`config.mk`:
```
export PLATFORM = sky130hd
export DESIGN_NAME = add_sub_seq
export DESIGN_NICKNAME = d
export VERILOG_FILES = /design/src/rtl/add_sub_pkg.sv /design/src/rtl/add_sub_slice.sv /design/src/rtl/full_adder.sv /design/src/rtl/add_sub_seq.sv
export SDC_FILE = /design/constraint.sdc
export NUM_CORES = 1
export LEC_CHECK = 0
export BUFFER_PORTS_ARGS = -buffer_cell sky130_fd_sc_hd__buf_2
export CAP_MARGIN = 0
export CORE_MARGIN = 2
export CORE_UTILIZATION = 40
export CTS_BUF_LIST = sky130_fd_sc_hd__clkbuf_2 sky130_fd_sc_hd__clkbuf_4 sky130_fd_sc_hd__clkbuf_8
export DETAILED_ROUTE_END_ITERATION = 7
export SLEW_MARGIN = 20
export SYNTH_ARGS = -nofsm -noshare
export SYNTH_HDL_FRONTEND = slang
export SYNTH_SLANG_ARGS = --single-unit
```
`constraint.sdc`:
```
create_clock -name clk -period 4.3 [get_ports clk]
set_input_delay 0.215 -clock clk [delete_from_list [all_inputs] [get_ports clk]]
set_output_delay 0.215 -clock clk [all_outputs]
set_load 0.01 [all_outputs]
```
`src/rtl/add_sub_pkg.sv`:
```
// Shared mode encodings and FSM state type for the sequential add/sub block.
package add_sub_pkg;

  localparam logic MODE_ADD = 1'b0;
  localparam logic MODE_SUB = 1'b1;

  typedef enum logic [1:0] {
    IDLE = 2'd0,
    CALC = 2'd1,
    DONE = 2'd2
  } state_e;

endpackage

```
`src/rtl/add_sub_slice.sv`:
```
// Combinational SLICE-bit ripple adder; also exposes the carry into its MSB
// so the caller can form signed overflow on the final slice.
module add_sub_slice #(
  parameter int unsigned SLICE = 4
) (
  input  logic [SLICE-1:0] a_s,
  input  logic [SLICE-1:0] b_s,
  input  logic             cin,
  output logic [SLICE-1:0] s,
  output logic             cout,
  output logic             c_msb
);

  logic [SLICE:0] c;

  assign c[0] = cin;

  // Ripple chain of full adders, LSB first.
  for (genvar i = 0; i < SLICE; i++) begin : g_fa
    full_adder u_fa (
      .a    (a_s[i]),
      .b    (b_s[i]),
      .cin  (c[i]),
      .s    (s[i]),
      .cout (c[i+1])
    );
  end

  assign cout  = c[SLICE];
  assign c_msb = c[SLICE-1];

endmodule

```
`src/rtl/full_adder.sv`:
```
// Single-bit full adder cell used to build the ripple slice.
module full_adder (
  input  logic a,
  input  logic b,
  input  logic cin,
  output logic s,
  output logic cout
);

  assign s    = a ^ b ^ cin;
  assign cout = (a & b) | (cin & (a ^ b));

endmodule

```
`src/rtl/add_sub_seq.sv`:
```
// Multi-cycle WIDTH-bit add/sub: one shared SLICE-bit adder, LSB slice first,
// operands in and result out over valid/ready handshakes.
module add_sub_seq
  import add_sub_pkg::*;
#(
  parameter int unsigned WIDTH = 16,
  parameter int unsigned SLICE = 4
) (
  input  logic             clk,
  input  logic             rst_n,
  input  logic             in_valid,
  output logic             in_ready,
  input  logic [WIDTH-1:0] a,
  input  logic [WIDTH-1:0] b,
  input  logic             mode,
  output logic             out_valid,
  input  logic             out_ready,
  output logic [WIDTH-1:0] sum,
  output logic             cout,
  output logic             ovf,
  output logic             zero
);

  localparam int unsigned N     = WIDTH / SLICE;
  localparam int unsigned IDX_W = (N > 1) ? $clog2(N) : 1;
  localparam int unsigned LAST  = N - 1;

  // Reject geometries the slice datapath cannot cover exactly.
  if (WIDTH < 1 || (WIDTH % SLICE) != 0) begin : g_bad_geometry
    $error("add_sub_seq: WIDTH must be >= 1 and a multiple of SLICE");
  end

  state_e             state_q,     state_d;
  logic [IDX_W-1:0]   idx_q,       idx_d;
  logic               carry_q,     carry_d;
  logic [WIDTH-1:0]   opa_q,       opa_d;
  logic [WIDTH-1:0]   opb_q,       opb_d;
  logic [WIDTH-1:0]   part_q,      part_d;
  logic [WIDTH-1:0]   sum_q,       sum_d;
  logic               cout_q,      cout_d;
  logic               ovf_q,       ovf_d;
  logic               zero_q,      zero_d;
  logic               in_ready_q,  in_ready_d;
  logic               out_valid_q, out_valid_d;

  logic [SLICE-1:0]   slice_a_c;
  logic [SLICE-1:0]   slice_b_c;
  logic [SLICE-1:0]   slice_s_c;
  logic               slice_cout_c;
  logic               slice_cmsb_c;
  logic [WIDTH-1:0]   part_upd_c;

  assign slice_a_c = opa_q[idx_q*SLICE +: SLICE];
  assign slice_b_c = opb_q[idx_q*SLICE +: SLICE];

  add_sub_slice #(
    .SLICE (SLICE)
  ) u_slice (
    .a_s   (slice_a_c),
    .b_s   (slice_b_c),
    .cin   (carry_q),
    .s     (slice_s_c),
    .cout  (slice_cout_c),
    .c_msb (slice_cmsb_c)
  );

  // Partial result with the current slice merged in at its bit position.
  always_comb begin
    part_upd_c = part_q;
    part_upd_c[idx_q*SLICE +: SLICE] = slice_s_c;
  end

  // Next-state and datapath update; subtract is a + ~b + 1 via carry-in.
  always_comb begin
    state_d  = state_q;
    idx_d    = idx_q;
    carry_d  = carry_q;
    opa_d    = opa_q;
    opb_d    = opb_q;
    part_d   = part_q;
    sum_d    = sum_q;
    cout_d   = cout_q;
    ovf_d    = ovf_q;
    zero_d   = zero_q;

    case (state_q)
      IDLE: begin
        if (in_valid) begin
          opa_d   = a;
          opb_d   = b ^ {WIDTH{mode}};
          carry_d = mode;
          idx_d   = '0;
          state_d = CALC;
        end
      end
      CALC: begin
        part_d  = part_upd_c;
        carry_d = slice_cout_c;
        idx_d   = IDX_W'(idx_q + IDX_W'(1));
        if (idx_q == IDX_W'(LAST)) begin
          sum_d   = part_upd_c;
          cout_d  = slice_cout_c;
          ovf_d   = slice_cout_c ^ slice_cmsb_c;
          zero_d  = (part_upd_c == '0);
          idx_d   = '0;
          state_d = DONE;
        end
      end
      DONE: begin
        if (out_ready) begin
          state_d = IDLE;
        end
      end
      default: begin
        state_d = IDLE;
      end
    endcase

    in_ready_d  = (state_d == IDLE);
    out_valid_d = (state_d == DONE);
  end

  // State, datapath and output registers; reset aborts any operation in flight.
  always_ff @(posedge clk or negedge rst_n) begin
    if (!rst_n) begin
      state_q     <= IDLE;
      idx_q       <= '0;
      carry_q     <= 1'b0;
      opa_q       <= '0;
      opb_q       <= '0;
      part_q      <= '0;
      sum_q       <= '0;
      cout_q      <= 1'b0;
      ovf_q       <= 1'b0;
      zero_q      <= 1'b0;
      in_ready_q  <= 1'b1;
      out_valid_q <= 1'b0;
    end else begin
      state_q     <= state_d;
      idx_q       <= idx_d;
      carry_q     <= carry_d;
      opa_q       <= opa_d;
      opb_q       <= opb_d;
      part_q      <= part_d;
      sum_q       <= sum_d;
      cout_q      <= cout_d;
      ovf_q       <= ovf_d;
      zero_q      <= zero_d;
      in_ready_q  <= in_ready_d;
      out_valid_q <= out_valid_d;
    end
  end

  assign in_ready  = in_ready_q;
  assign out_valid = out_valid_q;
  assign sum       = sum_q;
  assign cout      = cout_q;
  assign ovf       = ovf_q;
  assign zero      = zero_q;

endmodule

```
==> results list <==
- Result of the run: complete, no violations
- Synthesized area per cell: 11.0 sq um
- Of all flip-flops after synthesis, the portion carrying an async set or reset was 1.00.
- Die area: 9540 sq um
- Across every metal layer, demand over resource in global routing totals 0.161.
* Final number of max-transition violations: 0
* Beginning of the worst register-to-register path: idx_q[0]
* Part of the total power dissipated in sequential elements: 0.367
- When the netlist entered floorplanning its net count stood at 365.
- STA classifies the critical path endpoint as a flip-flop.
- In this run the number of H-tree levels came out at 3.
* Fin Clk Skew: 0.0106 ns
- Internal power comes to 1920 uW.
- Via Count: 2,457
* Maximum number of pins on one net before global-route repair: 47
* Startpoint-to-endpoint class of the critical path: flip-flop to flip-flop
* Area share of the largest cell type after synthesis: 0.521
- The floorplan step set the die height to 97.7 um.
- DR DRC count: 0
- Number of DRC markers after the initial detailed-route iteration: 133
- First-pass GRT wire length: 12,300 um
- Counting cells, the worst reg-to-reg path comes to 12.
* Switching power total: 1330 uW
- Type of the tightest min-delay check: primary input to flip-flop
- The worst setup path is launched from a flip-flop.
- Required time at the worst-slack endpoint: 4.55 ns
- Area growth from synthesis to layout: 17.3%
* Count of filler cells inserted in the layout: 829
* Count of TritonRoute iterations in the first routing pass: 4
* Leak: 0.00191 uW
* Fin crit share: 0.812
- The most critical setup path has its endpoint at zero.
- Clock latency on the worst-skew pair, taken at its later pin, is 0.35 ns.
* Worst Slack Setup Final: 0.807 ns
- Switching portion of total power: 0.408
- 58 I/O pins were placed.
- Crit path DAT: 3.74 ns
* Clock tree from TritonCTS: done
- Maximum net fanout on the critical path: 13
* Post-CTS Resized: 0
- Pwr per Cell Area: 791 nW/um^2
- Netlist area before placement: 3510 sq um
- Worst setup path startpoint: idx_q[0]
* Library cell with the largest summed area after synthesis: sky130_fd_sc_hd__dfrtp_1
- Post-synthesis cell count: 318
- Of the total power, the clock network draws 0.165.
- Last weighted congestion value of the routability-driven placer: 0.810
* Post-route minimum period: 3.49 ns
- Worst reg2reg endpoint: zero
- At the pin with the least slew margin, the transition time is 0.593 ns.
* Max Clk Rate: 286 MHz
- Of the total power, combinational logic draws 0.468.
* Relative slew slack: 0.604
* Diodes inserted: 0
* Number of failing hold endpoints at the final stage: 0
- During synthesis, Yosys emitted a total of 0 warnings.
- Sorting the synthesized cells by how often they occur yields sky130_fd_sc_hd__dfrtp_1 (73), sky130_fd_sc_hd__nand2_1 (38), sky130_fd_sc_hd__o21ai_0 (30).
- Number of antenna violations at the first check in global routing: 0
- CTS sink cnt: 74
- Yosys reg bits: 74
- The number of different library cells used by synthesis comes to 38.
- Initial core utilization: 0.408
- Pre-CTS worst setup slack: 0.797 ns
- Main area contributors after synthesis: sky130_fd_sc_hd__dfrtp_1 (52%), sky130_fd_sc_hd__mux4_2 (5.1%), sky130_fd_sc_hd__mux2_2 (4.5%), sky130_fd_sc_hd__o21ai_0 (4.3%), sky130_fd_sc_hd__xnor2_1 (4.2%)
* Setup Viol. Count Final: 0
- The core region is 8590 sq um.
- Total detailed-routing wirelength: 7280 um
- Summed over all nets, the half-perimeter wirelength after detailed placement is 5250 um.
* Clock buffer depth: 2
* R2r setup slk: 0.81 ns
* Clock tree root buffer cell: sky130_fd_sc_hd__clkbuf_8
- After routing, the total negative slack on setup checks comes to 0 ns.
- Post-route ant nets: 0
* Leading register cell type out of synthesis: sky130_fd_sc_hd__dfrtp_1
- Chip width: 97.7 um
- Dividing the detail-routed wire length by the instance count gives 14.9 um.
- Setup repair after global routing left no endpoint under its margin.
- Largest voltage drop on the vdd net: 0.000295 V
- CTS buffer count: 9
* Post-layout nets: 423
- For this run the aggregate overflow at the end of global routing stands at 0.
* Count of flip-flops with a built-in enable after synthesis: 0
- The number of global-route vias before repair was 2,444.
* IO Port Bufs: 57
- Row Count: 34
- Of the cells placed in the final design, the portion with a size suffix greater than 1 is 0.287.
- Of the synthesized area, sequential elements account for 0.528.
* Number of violations of the max-capacitance limit: 0
- Clock-pin slew was measured on the worst setup and hold paths at 0.08 ns.
- In the routed layout, each cell is associated on average with a via count of 5.03.
* Count leader, synth: sky130_fd_sc_hd__dfrtp_1
cell type report:
type                            count  area [sq um]  area share
Timing Repair Buffer               64           347      0.0842
Inverter                           14          52.6      0.0128
Sequential cell                    74          1850       0.450
Multi-Input combinational cell    213          1540       0.373
Tap cell                          108           135      0.0328
Clock inverter                      3          40.0     0.00973
Clock buffer                       12           153      0.0371
sequential cells by signal, summed over array words and instances, names as in the netlist:
register and count:
carry_q 1, cout 1, idx_q 2, in_ready 1, opa_q 16, opb_q 16
out_valid 1, ovf 1, part_q 16, state_q 2, sum 16, zero 1
logic make-up after synthesis:
group,Yosys count,share of synthesized area
buf+inv,31,0.0367
mux,24,0.103
compound gates,73,0.121
fa+ha+maj,10,0.0442
simple gates,89,0.125
flops,74,0.528
xor+xnor,17,0.0424
layout by cell type (no fill, tap or decap), drive strengths merged, types with 2 or more instances in the layout:
cell type	synthesis	routed
ha	6	6
o21ai	32	32
mux4	8	8
nand2	38	38
buf	9	63
clkinv	0	2
nand4	4	4
and2b	5	5
a21oi	18	18
nor3b	4	4
nor2b	12	12
nor2	21	21
a31oi	15	15
xnor2	17	17
clkbuf	8	12
fa	4	4
inv	14	14
mux2	16	16
dfrtp	73	73
o21bai	2	2
metal layers:
metal,global-route usage,vias to the layer above,share of wire
li1,-,1212,-
met1,0.229,1168,0.48
met2,0.242,61,0.46
met3,0.0309,16,0.040
met4,0.0673,0,0.024
met5,0,-,0
power by group through the flow:
stage,registers (uW),logic [uW],clock network (uW)
after global placement,1200,1490,0
after global routing,1240,1690,578
after floorplan,1170,1080,0
after detailed placement,1210,1530,0
after CTS,1200,1540,548
final,1200,1520,537
metrics by stage:
step / util / instances / total power, uW / instance area (sq um) / hold slack (ns)
after floorplan: - / 318 / 2240 / 3510 / -0.0806
after CTS: 0.476 / 486 / 3280 / 4090 / 0.0728
after global placement: 0.453 / 471 / 2690 / 3900 / 0.437
after global routing: 0.479 / 488 / 3500 / 4120 / 0.0970
final: 0.479 / 488 / 3250 / 4120 / 0.0883
after detailed placement: 0.453 / 471 / 2740 / 3900 / 0.446
worst max-delay path, cell delays in order (launching register included):
cell and delay [ns]:
sky130_fd_sc_hd__dfrtp_1 0.55, sky130_fd_sc_hd__mux4_2 0.40, sky130_fd_sc_hd__inv_1 0.05, sky130_fd_sc_hd__fa_1 0.38, sky130_fd_sc_hd__inv_1 0.07, sky130_fd_sc_hd__fa_1 0.16
sky130_fd_sc_hd__inv_1 0.05, sky130_fd_sc_hd__fa_1 0.41, sky130_fd_sc_hd__fa_1 0.50, sky130_fd_sc_hd__inv_1 0.08, sky130_fd_sc_hd__a31oi_1 0.23, sky130_fd_sc_hd__nand4_1 0.16
sky130_fd_sc_hd__o41ai_2 0.33
what timing repair did:
action / in CTS / in global routing
hold buffers: 0 / 1
setup buffers: 0 / 0
hold endpoints to repair: 0 / 44
worst min path at each step:
stage          cells past startpoint  slack, ns        to  startpoint
2_1_floorplan                      0      -0.08   carry_q       rst_n
4_1_cts                            1       0.07    sum[6]       rst_n
6_report                           2       0.09  opa_q[9]        a[9]
3_3_place_gp                       1       0.44    sum[6]       rst_n
3_5_place_dp                       1       0.45    sum[6]       rst_n
5_1_grt                            2        0.1  opa_q[0]        a[0]
(Power assumes the default switching activity.)
